$ cat config.mk
export PLATFORM = sky130hd
export DESIGN_NAME = icache_axi_refill
export DESIGN_NICKNAME = d
export VERILOG_FILES = /design/src/rtl/icache_pkg.sv /design/src/rtl/icache_axi_refill.sv
export SDC_FILE = /design/constraint.sdc
export NUM_CORES = 1
export LEC_CHECK = 0
export ABC_AREA = 1
export BUFFER_PORTS_ARGS = -buffer_cell sky130_fd_sc_hd__buf_2
export CORE_AREA = 2 2 250 252
export CTS_CLUSTER_SIZE = 25
export DETAILED_ROUTE_END_ITERATION = 10
export DIE_AREA = 0 0 252 254
export PLACE_DENSITY = 0.6
export SYNTH_ARGS = -nofsm -noshare
export SYNTH_HDL_FRONTEND = slang
export SYNTH_SLANG_ARGS = --single-unit
$ cat constraint.sdc
create_clock -name clk -period 1.6 [get_ports clk]
set_input_delay 0.16 -clock clk [delete_from_list [all_inputs] [get_ports clk]]
set_output_delay 0.16 -clock clk [all_outputs]
set_load 0.03 [all_outputs]
$ cat src/rtl/icache_pkg.sv
// rtl/icache_pkg.sv - shared icache refill types and AXI encodings
package icache_pkg;

    typedef enum logic [1:0] {
        IDLE,
        AR,
        R,
        DONE
    } refill_state_t;

    localparam int LINE_WORDS = 16;
    localparam int OFFSET_W   = 6;

    localparam logic [1:0] AXI_BURST_INCR = 2'b01;
    localparam logic [2:0] AXI_SIZE_4B    = 3'b010;
    localparam logic [1:0] AXI_RESP_OKAY  = 2'b00;

endpackage

$ cat src/rtl/icache_axi_refill.sv
// rtl/icache_axi_refill.sv - icache line refill over a single AXI INCR read burst
module icache_axi_refill #(
    parameter int         LINE_WORDS = icache_pkg::LINE_WORDS,
    parameter int         OFFSET_W   = icache_pkg::OFFSET_W,
    parameter logic [3:0] AXI_ID     = 4'd0
) (
    input  logic        clk,
    input  logic        rst,
    input  logic        icache_rd_req,
    input  logic [31:0] icache_addr,
    output logic        icache_gnt,
    output logic [31:0] icache_data [0:LINE_WORDS-1],
    output logic [3:0]  arid,
    output logic [31:0] araddr,
    output logic [7:0]  arlen,
    output logic [2:0]  arsize,
    output logic [1:0]  arburst,
    output logic        arvalid,
    input  logic        arready,
    input  logic [31:0] rdata,
    input  logic [1:0]  rresp,
    input  logic        rlast,
    input  logic        rvalid,
    output logic        rready,
    output logic        refill_err
);
    import icache_pkg::*;

    localparam int CNT_W = $clog2(LINE_WORDS);

    refill_state_t    state;
    refill_state_t    state_next;
    logic [CNT_W-1:0] beat_cnt;
    logic [31:0]      line_addr;
    logic             beat_hs;
    logic             last_beat;
    logic             unused_addr_bits;

    assign unused_addr_bits = &{1'b0, icache_addr[OFFSET_W-1:0]};

    assign beat_hs   = (state == R) && rvalid;
    assign last_beat = (beat_cnt == CNT_W'(LINE_WORDS - 1));

    assign arid    = AXI_ID;
    assign araddr  = line_addr;
    assign arlen   = 8'(LINE_WORDS - 1);
    assign arsize  = AXI_SIZE_4B;
    assign arburst = AXI_BURST_INCR;

    always_ff @(posedge clk) begin
        if (rst) begin
            state <= IDLE;
        end else begin
            state <= state_next;
        end
    end

    always_comb begin
        state_next = state;
        arvalid    = 1'b0;
        rready     = 1'b0;
        icache_gnt = 1'b0;
        case (state)
            IDLE: begin
                if (icache_rd_req) begin
                    state_next = AR;
                end
            end
            AR: begin
                arvalid = 1'b1;
                if (arready) begin
                    state_next = R;
                end
            end
            R: begin
                rready = 1'b1;
                // Completion is by beat count only; rlast merely cross-checks it.
                if (rvalid && last_beat) begin
                    state_next = DONE;
                end
            end
            DONE: begin
                icache_gnt = icache_rd_req;
                state_next = IDLE;
            end
            default: state_next = IDLE;
        endcase
    end

    // Line buffer is only written by R beats, so it holds through DONE and beyond.
    always_ff @(posedge clk) begin
        if (rst) begin
            beat_cnt   <= '0;
            line_addr  <= '0;
            refill_err <= 1'b0;
            for (int i = 0; i < LINE_WORDS; i++) begin
                icache_data[i] <= '0;
            end
        end else begin
            if (state == IDLE && icache_rd_req) begin
                line_addr <= {icache_addr[31:OFFSET_W], {OFFSET_W{1'b0}}};
            end
            if (state == AR && arready) begin
                beat_cnt <= '0;
            end
            if (beat_hs) begin
                icache_data[beat_cnt] <= rdata;
                beat_cnt              <= beat_cnt + 1'b1;
                if (rresp != AXI_RESP_OKAY || rlast != last_beat) begin
                    refill_err <= 1'b1;
                end
            end
        end
    end

endmodule

== Word-level counts from Yosys, hierarchy flattened ==
Cells that the tools add are included.
Storage, ports and cells
  bits in registers: 545
  latch bits: 0
  bits in writable memories: 0
  ROM bits: 0
  bits of input ports: 72
  logic and storage cells: 55
  memories kept: 0
Cells by class
  $add $sub $neg: 1
  multipliers: 0
  divide/modulo/power cells: 0
  $lt $le $gt $ge: 2
  equality and inequality tests: 8
  shift-type cells: 0
  multiplexer cells: 12
  bitwise operators: 1
  reduce and logical (&&, ||, !) cells: 11
Operator list (number)
  512-bit bitwise mux: 1
  32-bit demux with 4-bit select: 1
  32-bit two-way mux: 1
  4-bit two-way mux: 2
  2-bit one-hot mux with 4 select lines: 1
  2-bit two-way mux: 3
  5-bit >= comparator, second input constant: 1
  1-bit logical AND: 5
  5-bit by 1-bit less-than comparator with 1-bit output, second input constant: 1
  4-bit inverter with 5-bit output: 1
  4-bit by 1-bit adder with 4-bit output, second input constant: 1
  2-bit == test, second input constant: 2
  4-bit == test, second input constant: 1
  2-bit inequality test, second input constant: 2
  2-bit nonzero test: 2
  1-bit two-way mux: 3
  3-bit AND reduction: 1
  2-bit by 1-bit == test with 1-bit output, second input constant: 1
  2-bit logical NOT: 1
  2-bit by 1-bit inequality test with 1-bit output, second input constant: 1
  2-bit AND reduction: 1
  1-bit logical OR: 1
  1-bit inequality test: 1

== Logic depth before layout (Yosys ltp) ==
  depth in word-level cells: 6
  depth in mapped cells: 10
  gate-level depth less buffers: 9

== Worst setup path after synthesis ==
No wires, ideal clock.
  path type: reg2reg
  start point: register state[0]
  end point: register icache_data[161] in the netlist's numbering
  arrival time: 1768 ps
  data required time: 1484 ps
  setup slack: -284 ps
  stages on the path, launching flop included: 11
  cells stage by stage: dfxtp_1 -> inv_1 -> ha_1 -> nand2_2 -> inv_4 -> nand2_2 -> nor2_4 -> inv_1 -> buf_2 -> nor2_1 -> nor2_1
On the way
  longest elaborated chain between the ends: 2
RTL lines
  start: declaration: RTL line icache_axi_refill.sv:31  | refill_state_t state;
  start signal: assignment: RTL line icache_axi_refill.sv:54  | state <= state_next;
  2-bit == test: RTL line icache_axi_refill.sv:41  | assign beat_hs = (state == R) && rvalid;
  1-bit logical AND: RTL line icache_axi_refill.sv:41
  end signal: indexed assignment: RTL line icache_axi_refill.sv:107  | icache_data[beat_cnt] <= rdata;
  end: declaration: RTL line icache_axi_refill.sv:12  | output logic [31:0] icache_data [0:LINE_WORDS-1],
No other way between the ends.
A chain may end at the register's enable or synchronous reset.

== Worst setup path after layout ==
  start point: register state[1]
  end point: output icache_gnt
On the way
  longest elaborated chain between the ends: 2
RTL lines
  2-bit == test: RTL line icache_axi_refill.sv:63  | case (state)
  1-bit two-way mux: RTL line icache_axi_refill.sv:63
  end: declaration: RTL line icache_axi_refill.sv:11  | output logic icache_gnt,
No other way between the ends.

==> results.yml <==
status:
  outcome: "finished clean"
worst_setup_path:
  crit_path_end_kind: "output port"
  crit_family: "flip-flops"
  worstPathArrival_ns: 1.43
  worstSetupPathType: "flip-flop to output port"
  critPathLaunchType: "flip-flop"
  cp_num_cells: 5
  cp_slowest_cell: "dfxtp_2"
  path_max_fanout: 3
  r2r_cells: 11
  path_buf_inv: 3
  critPathMaxStageDelay_ns: 0.34
  cp_cell_sequence: "buf_6 > ha_4 > nand2_2 > inv_2 > buf_6"
  cp_data_required_time_ns: 1.44
  cpMostUsedCell: "buf_6"
clock_tree:
  htreeDepth: 2
  cts_made_buffers: 58
  cts.path.max_buffers: 3
  root_buffer: "clkbuf_16"
  clk_pin_slew_worst_paths_ns: 0.06
  insertion_delay_ns: 0.61
  clock-sinks: 545
  cts_tree: "done"
pwr:
  p_sw_w: 0.00875
  share_comb_of_total_power_pct: 11.9
  powerDensity_nw_per_um2: 1210
  p_seq_share_pct: 43.3
  leakage_nw: 13.5
  switching_share_pct: 26.6
  peakVddDrop_v: 0.000731
  pwr-share-clk_pct: 44.7
  internal_power_w: 0.0241
timing:
  whs_ns: 0.0368
  worst_pin_slew_ns: 0.848
  setup_viol: 0
  hold_viol: 0
  fmax_mhz: 629
  fin_crit_sh_pct: 99.4
  max-slew-margin-rel_pct: 43.4
  postLayoutSetupSlackWorst_ns: 0.0100
  fin_crit_ns: 1.59
  rsz0062_at_grt: "true"
  slew_viol_final: 0
  skew_ns: 0.0159
  fin_setup_tns_ns: 0
placed_design:
  place_congestion: 0.799
  dp_hpwl_um: 53500
  dp_slack_ns: -0.0284
  dp.cells: 3806
  numPortBuffers: 607
drt:
  ant_nets: 0
  dr.first_iter.drc_count: 1471
  wirelength_um: 83300
  wl_per_cell_um: 21.0
  firstDrtPassIters: 5
  avgViaCountPerCell: 4.74
  num_vias: 18900
  drcViolationCount: 0
global_route:
  globalRouteTotalUtil_pct: 24.0
  antenna_found_initial: 5
  grt_pass1_vias: 16900
  grt_pass1_wl_um: 114000
  grt_max_degree: 77
  grt_overflow_total: 0
logic_synthesis:
  yosys.area.top_type: "dfxtp_1"
  avgSynthCellArea_um2: 7.75
  syn_inst: 2482
  synth_top_area_share_pct: 56.7
  synth.distinct_cells: 25
  yosysSeqAreaShare_pct: 56.7
  synth_area_um2: 19200
  synthTopCellsByArea: "dfxtp_1 57%, nor2_1 21%, o21ai_0 12%"
  ys_warn_count: 0
  synth-seq-cells: 545
floorplan:
  fp.dieW_um: 252
  die_y_um: 254
  pin_count: 637
  core-area_um2: 61300
  rows: 91
  initial_core_util_pct: 31.4
  die_area_um2: 64000
finish:
  nNetsFinal: 3212
  n_fill_cell: 6137
  finalNonFillerCells: 3976
  drive_above_1_share_pct: 30.3
  areaGrowthSynthToFinish_pct: 41.6
  final_util_pct: 44.4
worst_hold_path:
  hp-class: "input pin to flip-flop"
  whs_path_depth: 3
run:
  maxCapViolCount: 0
metrics by stage:
step / power, W / instance area, µm²
finish: 0.0328 / 27200
global route: 0.0338 / 27200
CTS: 0.0329 / 26500
detailed placement: 0.0181 / 23900
global placement: 0.0181 / 23900
floorplan: 0.0166 / 19300
synthesized netlist by cell type, drive strengths merged:
cell type  number
nor2         1100
dfxtp         545
o21ai         540
clkbuf        110
buf           105
inv            36
nand2          18
ha              9
a21oi           5
nand3           5
nor3            3
conb            2
a211oi          1
clkinv          1
nand4           1
o21a            1
cell type report:
type	instances	area, µm²	share of cell area [%]
Sequential cell	545	10900	40.1
Multi-Input combinational cell	1706	7640	28.1
Timing Repair Buffer	783	5360	19.7
Clock buffer	85	1770	6.49
Tap cell	790	988	3.63
Clock inverter	23	333	1.22
Inverter	37	189	0.694
Antenna cell	7	17.5	0.0643
power groups by stage:
stage / Sequential [W] / Combinational [W] / Clock, W
final: 0.0142 / 0.00392 / 0.0147
after global routing: 0.0143 / 0.00417 / 0.0154
after CTS: 0.0142 / 0.00379 / 0.0149
after detailed placement: 0.0145 / 0.00360 / 0
after global placement: 0.0145 / 0.00360 / 0
after floorplan: 0.0153 / 0.00130 / 0
per-layer routing:
metal / up-vias / share of wire (%) / GRT usage [%]
met3: 124 / 8.3 / 6.13
met5: - / 0.016 / 0
met4: 2 / 2.7 / 8.22
met1: 8770 / 41 / 30.1
li1: 9153 / - / -
met2: 808 / 48 / 39.9
placed cells by master (no fill, tap or decap), types with 4 or more instances in the layout:
cell | netlist | routed
inv_2 | 7 | 12
nor2_4 | 6 | 30
buf_2 | 80 | 604
buf_6 | 0 | 15
buf_8 | 0 | 4
buf_12 | 0 | 53
clkbuf_8 | 0 | 15
dlygate4sd3_1 | 0 | 36
nand2_1 | 14 | 13
dfxtp_1 | 545 | 540
inv_1 | 28 | 14
buf_4 | 23 | 62
o21ai_0 | 477 | 465
o21ai_1 | 63 | 74
diode_2 | 0 | 7
clkbuf_1 | 110 | 9
a21oi_1 | 5 | 5
ha_4 | 0 | 4
clkbuf_16 | 0 | 70
clkinv_2 | 0 | 10
nor2_2 | 7 | 46
nand3_1 | 5 | 5
conb_1 | 2 | 23
nor2_1 | 1087 | 1024
bufinv_16 | 0 | 8
inv_4 | 1 | 5
tightest hold or removal path, stage by stage:
cell,delay [ns]
buf_2,0.23
nor2_1,0.15
nor2_1,0.05
worst paths after layout:
| path | from | end | slack (ns) |
|---|---|---|---|
| worst max register to register | state[0] | icache_data[297] | 0.02 |
| worst max-delay path | state[1] | icache_gnt | 0.01 |
| worst min-delay path | rdata[29] | icache_data[477] | 0.04 |
| worst min register to register | refill_err | refill_err | 0.45 |
registers in the layout (all words and copies together) (netlist names):
| signal | cells |
|---|---|
| araddr | 26 |
| state | 2 |
| refill_err | 1 |
| icache_data | 512 |
| beat_cnt | 4 |
kinds of logic (layout without fill, tap and decap cells):
| family | after synthesis | count (layout) | synth area share [%] |
|---|---|---|---|
| buf+inv | 252 | 928 | 5.90 |
| simple gates | 1127 | 1127 | 22.5 |
| other cells | 2 | 30 | 0.0391 |
| flops | 545 | 545 | 56.7 |
| compound gates | 547 | 547 | 14.3 |
| fa+ha+maj | 9 | 9 | 0.586 |
repair_timing:
action | CTS | global route
setup endpoints to repair | 108 | 417
hold buffers | 36 | 0
pin swaps | 1 | 18
endpoints found under the hold margin | 37 | 0
cloned | 0 | 12
resized for setup | 27 | 151
setup buffers | 0 | 7
Note: power is estimated with default switching activity, not from simulation.
